==> src/rtl/gb_cpu_interrupt_controller.sv <==
// Game Boy CPU interrupt controller: owns IF (0xFF0F), IE (0xFFFF) and IME; scheduler dispatch endpoint.
// Latency: register writes/requests/IME changes take effect one M-cycle later; queued/wake/rdata/hit are combinational.
// Backpressure: none; dispatch is a strobe handshake (write_interrupt_vector latches, clear_interrupt_flag retires).
//
// Optional build macro: GB_CPU_INT_IRQ_EDGE_EN
//   defined   -> requests are rising edges of irq_sources (held-high line sets IF once)
//   undefined -> requests are irq_sources levels sampled every cycle (peripherals pulse one cycle)
//
// Ports:
//   clk, reset                      M-cycle clock, asynchronous active-high reset
//   irq_sources                     peripheral request lines, bit0 = highest priority
//   mem_addr/mem_wdata/mem_wren     CPU bus write side; mem_rdata/mem_hit bus read side
//   instr_boundary                  scheduler is fetching the next opcode
//   enable_interrupts               EI strobe
//   disable_interrupts              DI strobe
//   write_interrupt_vector          dispatch: latch winning source and its vector
//   clear_interrupt_flag            dispatch: retire latched IF bit, drop IME
//   interrupt_queued                IME & |(IE & IF)
//   int_vector                      latched dispatch target
//   ime                             master enable
//   halt_wake                       |(IE & IF), ignores IME
module gb_cpu_interrupt_controller #(
    parameter int          NUM_IRQ     = 5,
    parameter logic [15:0] IF_ADDR     = 16'hFF0F,
    parameter logic [15:0] IE_ADDR     = 16'hFFFF,
    parameter logic [7:0]  VECTOR_BASE = 8'h40
) (
    input  logic               clk,
    input  logic               reset,
    input  logic [NUM_IRQ-1:0] irq_sources,
    input  logic [15:0]        mem_addr,
    input  logic [7:0]         mem_wdata,
    input  logic               mem_wren,
    output logic [7:0]         mem_rdata,
    output logic               mem_hit,
    input  logic               instr_boundary,
    input  logic               enable_interrupts,
    input  logic               disable_interrupts,
    input  logic               write_interrupt_vector,
    input  logic               clear_interrupt_flag,
    output logic               interrupt_queued,
    output logic [7:0]         int_vector,
    output logic               ime,
    output logic               halt_wake
);

    localparam int IDX_W = (NUM_IRQ > 1) ? $clog2(NUM_IRQ) : 1;

    typedef enum logic [1:0] {
        IME_OFF = 2'd0,
        IME_ARM = 2'd1,
        IME_ON  = 2'd2
    } ime_state_t;

    typedef enum logic {
        DISP_IDLE    = 1'b0,
        DISP_LATCHED = 1'b1
    } disp_state_t;

    logic [NUM_IRQ-1:0] if_q, if_d;
    logic [7:0]         ie_q, ie_d;
    ime_state_t         ime_q, ime_d;
    disp_state_t        disp_q, disp_d;
    logic [7:0]         vec_q, vec_d;
    logic [IDX_W-1:0]   idx_q, idx_d;
    logic               idx_vld_q, idx_vld_d;

    logic [NUM_IRQ-1:0] irq_req;
    logic [NUM_IRQ-1:0] pending;
    logic [IDX_W-1:0]   win_idx;
    logic               win_vld;
    logic [7:0]         win_vec;
    logic               do_clear;
    logic               if_sel;
    logic               ie_sel;

`ifdef GB_CPU_INT_IRQ_EDGE_EN
    logic [NUM_IRQ-1:0] irq_prev_q;

    always_ff @(posedge clk or posedge reset) begin
        if (reset) begin
            irq_prev_q <= '0;
        end else begin
            irq_prev_q <= irq_sources;
        end
    end

    assign irq_req = irq_sources & ~irq_prev_q;
`else
    assign irq_req = irq_sources;
`endif

    assign if_sel  = (mem_addr == IF_ADDR);
    assign ie_sel  = (mem_addr == IE_ADDR);
    assign mem_hit = if_sel | ie_sel;

    assign pending          = ie_q[NUM_IRQ-1:0] & if_q;
    assign halt_wake        = |pending;
    assign ime              = (ime_q == IME_ON);
    assign interrupt_queued = ime & halt_wake;
    assign int_vector       = vec_q;

    // Unimplemented IF bits read back as 1, like the real register.
    always_comb begin
        mem_rdata = 8'hFF;
        if (if_sel) begin
            mem_rdata[NUM_IRQ-1:0] = if_q;
        end else if (ie_sel) begin
            mem_rdata = ie_q;
        end
    end

    // Lowest set pending bit wins: scan downwards so the last hit is the lowest index.
    always_comb begin
        win_idx = '0;
        win_vld = 1'b0;
        for (int i = NUM_IRQ - 1; i >= 0; i--) begin
            if (pending[i]) begin
                win_idx = IDX_W'(i);
                win_vld = 1'b1;
            end
        end
    end

    assign win_vec = win_vld ? (VECTOR_BASE + (8'(win_idx) << 3)) : 8'h00;

    // A clear outside a dispatch is ignored entirely.
    assign do_clear = clear_interrupt_flag && (disp_q == DISP_LATCHED);

    always_comb begin
        if_d      = if_q;
        ie_d      = ie_q;
        ime_d     = ime_q;
        disp_d    = disp_q;
        vec_d     = vec_q;
        idx_d     = idx_q;
        idx_vld_d = idx_vld_q;

        // Dispatch FSM: the winner is frozen at latch time so later IE/IF
        // traffic cannot retarget the vector or the bit being retired.
        case (disp_q)
            DISP_IDLE: begin
                if (write_interrupt_vector) begin
                    disp_d    = DISP_LATCHED;
                    vec_d     = win_vec;
                    idx_d     = win_idx;
                    idx_vld_d = win_vld;
                end
            end
            DISP_LATCHED: begin
                if (clear_interrupt_flag) begin
                    disp_d = DISP_IDLE;
                end else if (write_interrupt_vector) begin
                    vec_d     = win_vec;
                    idx_d     = win_idx;
                    idx_vld_d = win_vld;
                end
            end
            default: disp_d = DISP_IDLE;
        endcase

        if (mem_wren && if_sel) begin
            if_d = mem_wdata[NUM_IRQ-1:0];
        end
        if (mem_wren && ie_sel) begin
            ie_d = mem_wdata;
        end
        if (do_clear && idx_vld_q) begin
            if_d[idx_q] = 1'b0;
        end
        // New requests are applied last so they beat a same-cycle clear.
        if_d = if_d | irq_req;

        // IME FSM: ARM delays enabling until the next opcode fetch after EI.
        if (disable_interrupts || do_clear) begin
            ime_d = IME_OFF;
        end else begin
            case (ime_q)
                IME_OFF: if (enable_interrupts) ime_d = IME_ARM;
                IME_ARM: if (instr_boundary && !enable_interrupts) ime_d = IME_ON;
                IME_ON:  ime_d = IME_ON;
                default: ime_d = IME_OFF;
            endcase
        end
    end

    always_ff @(posedge clk or posedge reset) begin
        if (reset) begin
            if_q      <= '0;
            ie_q      <= 8'h00;
            ime_q     <= IME_OFF;
            disp_q    <= DISP_IDLE;
            vec_q     <= 8'h00;
            idx_q     <= '0;
            idx_vld_q <= 1'b0;
        end else begin
            if_q      <= if_d;
            ie_q      <= ie_d;
            ime_q     <= ime_d;
            disp_q    <= disp_d;
            vec_q     <= vec_d;
            idx_q     <= idx_d;
            idx_vld_q <= idx_vld_d;
        end
    end

endmodule

==> config.mk <==
export PLATFORM = sky130hd
export DESIGN_NAME = gb_cpu_interrupt_controller
export DESIGN_NICKNAME = d
export VERILOG_FILES = /design/src/rtl/gb_cpu_interrupt_controller.sv
export SDC_FILE = /design/constraint.sdc
export NUM_CORES = 1
export LEC_CHECK = 0
export CAP_MARGIN = 5
export CORE_ASPECT_RATIO = 1.75
export CORE_UTILIZATION = 42
export CTS_CLUSTER_DIAMETER = 200
export DETAILED_ROUTE_END_ITERATION = 12
export PLACE_DENSITY = 0.8
export SETUP_SLACK_MARGIN = 0.4
export SLEW_MARGIN = 10
export SYNTH_ARGS = -nofsm -noshare
export SYNTH_HDL_FRONTEND = slang
export SYNTH_SLANG_ARGS = --single-unit
export TNS_END_PERCENT = 1
==> constraint.sdc <==
create_clock -name clk -period 4.4 [get_ports clk]
set_input_delay 1.32 -clock clk [delete_from_list [all_inputs] [get_ports clk]]
set_output_delay 1.32 -clock clk [all_outputs]
set_load 0.01 [all_outputs]
==> flow_summary.ini <==
[clocking]
clkLatencyLatePin_ns = 0.27
htree_levels = 1
cts_hold_buf = 0
cts_buffers = 3
cts_buffer_depth = 2
cts_tree = yes
clk_pin_slew_ns = 0.08
clock_sinks = 23
cts-root-buf = clkbuf_8

[critical_path]
r2r-start = idx_q[1]
max_stage_delay_ns = 0.53
slowest_stage = or4_4
startpoint = mem_addr[5]
cp.arrival_ns = 2.85
cp-start-kind = input pin
path_class = input pin to primary output
critPathCaptureType = primary output
crit_chain = buf_6 -> or4_4 -> or4_4 -> buf_6 -> o22a_1 -> buf_2
path_max_fanout = 5
cp.required_ns = 3.08

[floorplan]
coreArea_sq_mm = 0.00296
fp.dieH_um = 76.5
start_util_pct = 45.0
num_io_pins = 57
core.rowCount = 26
die_area_sq_mm = 0.00341
die_width_um = 44.6

[sta]
slew_violations = 0
max_freq_mhz = 240
finClkSkew_ns = 0.00306
fin_tns_setup_ns = 0
finalHoldViolations = 0
period_share_pct = 94.7
period_needed_ns = 4.17
setup_slack_ns = 0.231
rsz0062_at_grt = yes
relSlewSlack_pct = 43.5
tightestPinTransition_ns = 0.841
setup_viol_count_final = 0

[power]
ir_worst_vdd_mv = 0.201
combPwrFrac_pct = 16.9
total_power_w = 0.000423
p_switching_w = 0.000102
power_frac_seq_pct = 51.6
power_density_mw_per_mm2 = 216
p_leak_nw = 0.962
swShare_pct = 24.1
intPower_w = 0.000321
power_frac_clock_pct = 31.4

[place]
dp_hpwl_um = 2540
pre_cts_ws_ns = -0.456
gp_congestion = 0.820
port_buffers = 52
post-place-cells = 222

[route]
viasPerCell = 5.45
wl_per_cell_um = 15.5
dr.pass1.iters = 4
final_antenna_net_count = 0
drc_errors = 0
drt_wl_total_um = 3580
dr.first_iter.drc_count = 35
dr_total_vias = 1258

[finish]
fin_nets = 231
diodes = 0
layout-drive-gt1-share_pct = 21.2
area_growth_pct = 47.1
final_util_pct = 66.2
fin_cells = 231

[synth]
syn_area_per_cell_sq_um = 10.3
synth_cell_types = 34
synth_edf_count = 0
ys_top_cells_by_area = dfrtp_1 43%, mux2_4 9.0%, nand2_1 5.9%, nand4_1 4.7%, ha_1 3.8%
netlist.area_leader.share_pct = 43.2
yosys_most_used_dff = dfrtp_1
ys_ff_latch = 23
synthArstFlopShare_pct = 100
ys.warnings.count = 0
syn_inst = 130
ys_seq_area_share_pct = 43.2
yosysTopAreaCell = dfrtp_1
synth_area_sq_mm = 0.00133

[job]
cap_violations = 0

[grt]
grtUsageTotal_pct = 22.0
grt_max_degree = 24
antenna_found_initial = 0
grt_pass1_wl_um = 5700
grt_pass1_vias = 1272
overflow = 0

[hold_path]
holdCritStartpoint = int_vector[4]
hp-class = flop to flop

[outcome]
status = finished clean
synth_stat cells, drive strengths merged (4+ instances only):
master / instances
mux2: 9
o22a: 5
nand4: 10
dfrtp: 23
nand3: 4
inv: 5
buf: 7
ha: 4
nand3b: 4
o211ai: 4
or2: 4
a31oi: 5
nand2: 21
final timing paths:
kind | cells past startpoint | slack [ns] | endpoint
hold reg to reg | 2 | 0.48 | int_vector[4]
min in group asynchronous | 2 | 1.51 | int_vector[4]
hold / removal | 2 | 0.48 | int_vector[4]
max in group asynchronous | 2 | 2.36 | ime_q[1]
setup / recovery | 6 | 0.23 | mem_rdata[2]
setup reg to reg | 4 | 2.88 | if_q[0]
per-stage QoR:
step / cell area (sq um) / hold slack, ns
floorplan: 1340 / 0.474
global placement: 1890 / 0.465
detailed placement: 1890 / 0.472
CTS: 1930 / 0.491
global route: 1960 / 0.520
finish: 1960 / 0.484
power by group through the flow:
stage | logic [W] | clock network, W | registers [W]
floorplan | 0.0000322 | 0 | 0.000222
global placement | 0.0000697 | 0 | 0.000222
detailed placement | 0.0000732 | 0 | 0.000223
CTS | 0.0000715 | 0.000132 | 0.000219
global route | 0.0000794 | 0.000141 | 0.000219
finish | 0.0000717 | 0.000133 | 0.000219
metal layers:
metal	track usage [%]	vias to the layer above	part of all wire (%)
met5	0	-	0
met3	2.13	11	4.3
met4	10.9	0	3.1
li1	-	587	-
met1	25.2	602	37
met2	38.5	58	56
layout make-up:
cell class | instances | area (sq um)
timing repair buffer | 61 | 567
fill | 229 | 1000
inverter | 5 | 18.8
multi-input combinational | 96 | 702
clock buffer | 4 | 45.0
tap | 42 | 52.6
sequential | 23 | 576
sequential cells by signal, summed over array words and instances, names as in the netlist:
| name | cells |
|---|---|
| int_vector | 4 |
| idx_q | 3 |
| ie_q | 8 |
| if_q | 5 |
| disp_q | 1 |
| ime_q | 2 |
critical path, delay by kind of cell:
family / cells / cell delay (ns)
and+or+nand+nor: 2 / 1.01
buffers and inverters: 3 / 0.36
AOI/OAI and AO/OA: 1 / 0.15
kinds of logic (layout without fill, tap and decap cells):
logic type	after synthesis	in the layout	synth area share [%]
adder cells (fa/ha/maj)	4	4	3.76
buffers and inverters	14	70	6.01
other	1	4	0.281
AO/OA/AOI/OAI	22	22	12.3
AND/OR/NAND/NOR	54	54	22.3
flip-flops	23	23	43.2
multiplexers	12	12	12.1
placed cells by master (no fill, tap or decap), types with 4 or more instances in the layout:
| cell | count |
|---|---|
| a31oi_1 | 5 |
| buf_2 | 9 |
| buf_4 | 6 |
| buf_6 | 5 |
| clkdlybuf4s50_1 | 27 |
| conb_1 | 4 |
| dfrtp_1 | 23 |
| dlygate4sd2_1 | 6 |
| dlymetal6s2s_1 | 7 |
| ha_1 | 4 |
| inv_1 | 5 |
| mux2_4 | 8 |
| nand2_1 | 21 |
| nand3_1 | 4 |
| nand3b_1 | 4 |
| nand4_1 | 10 |
| o211ai_1 | 4 |
| o22a_1 | 5 |
timing repair:
| action | 4_1_cts | 5_1_grt |
|---|---|---|
| hold endpoints to repair | 0 | 0 |
| resized for setup | 60 | 8 |
| buffers inserted | 4 | 1 |
| gates cloned | 0 | 0 |
| endpoints found under the setup margin | 9 | 9 |
| pin swaps | 7 | 7 |
(Power assumes the default switching activity.)
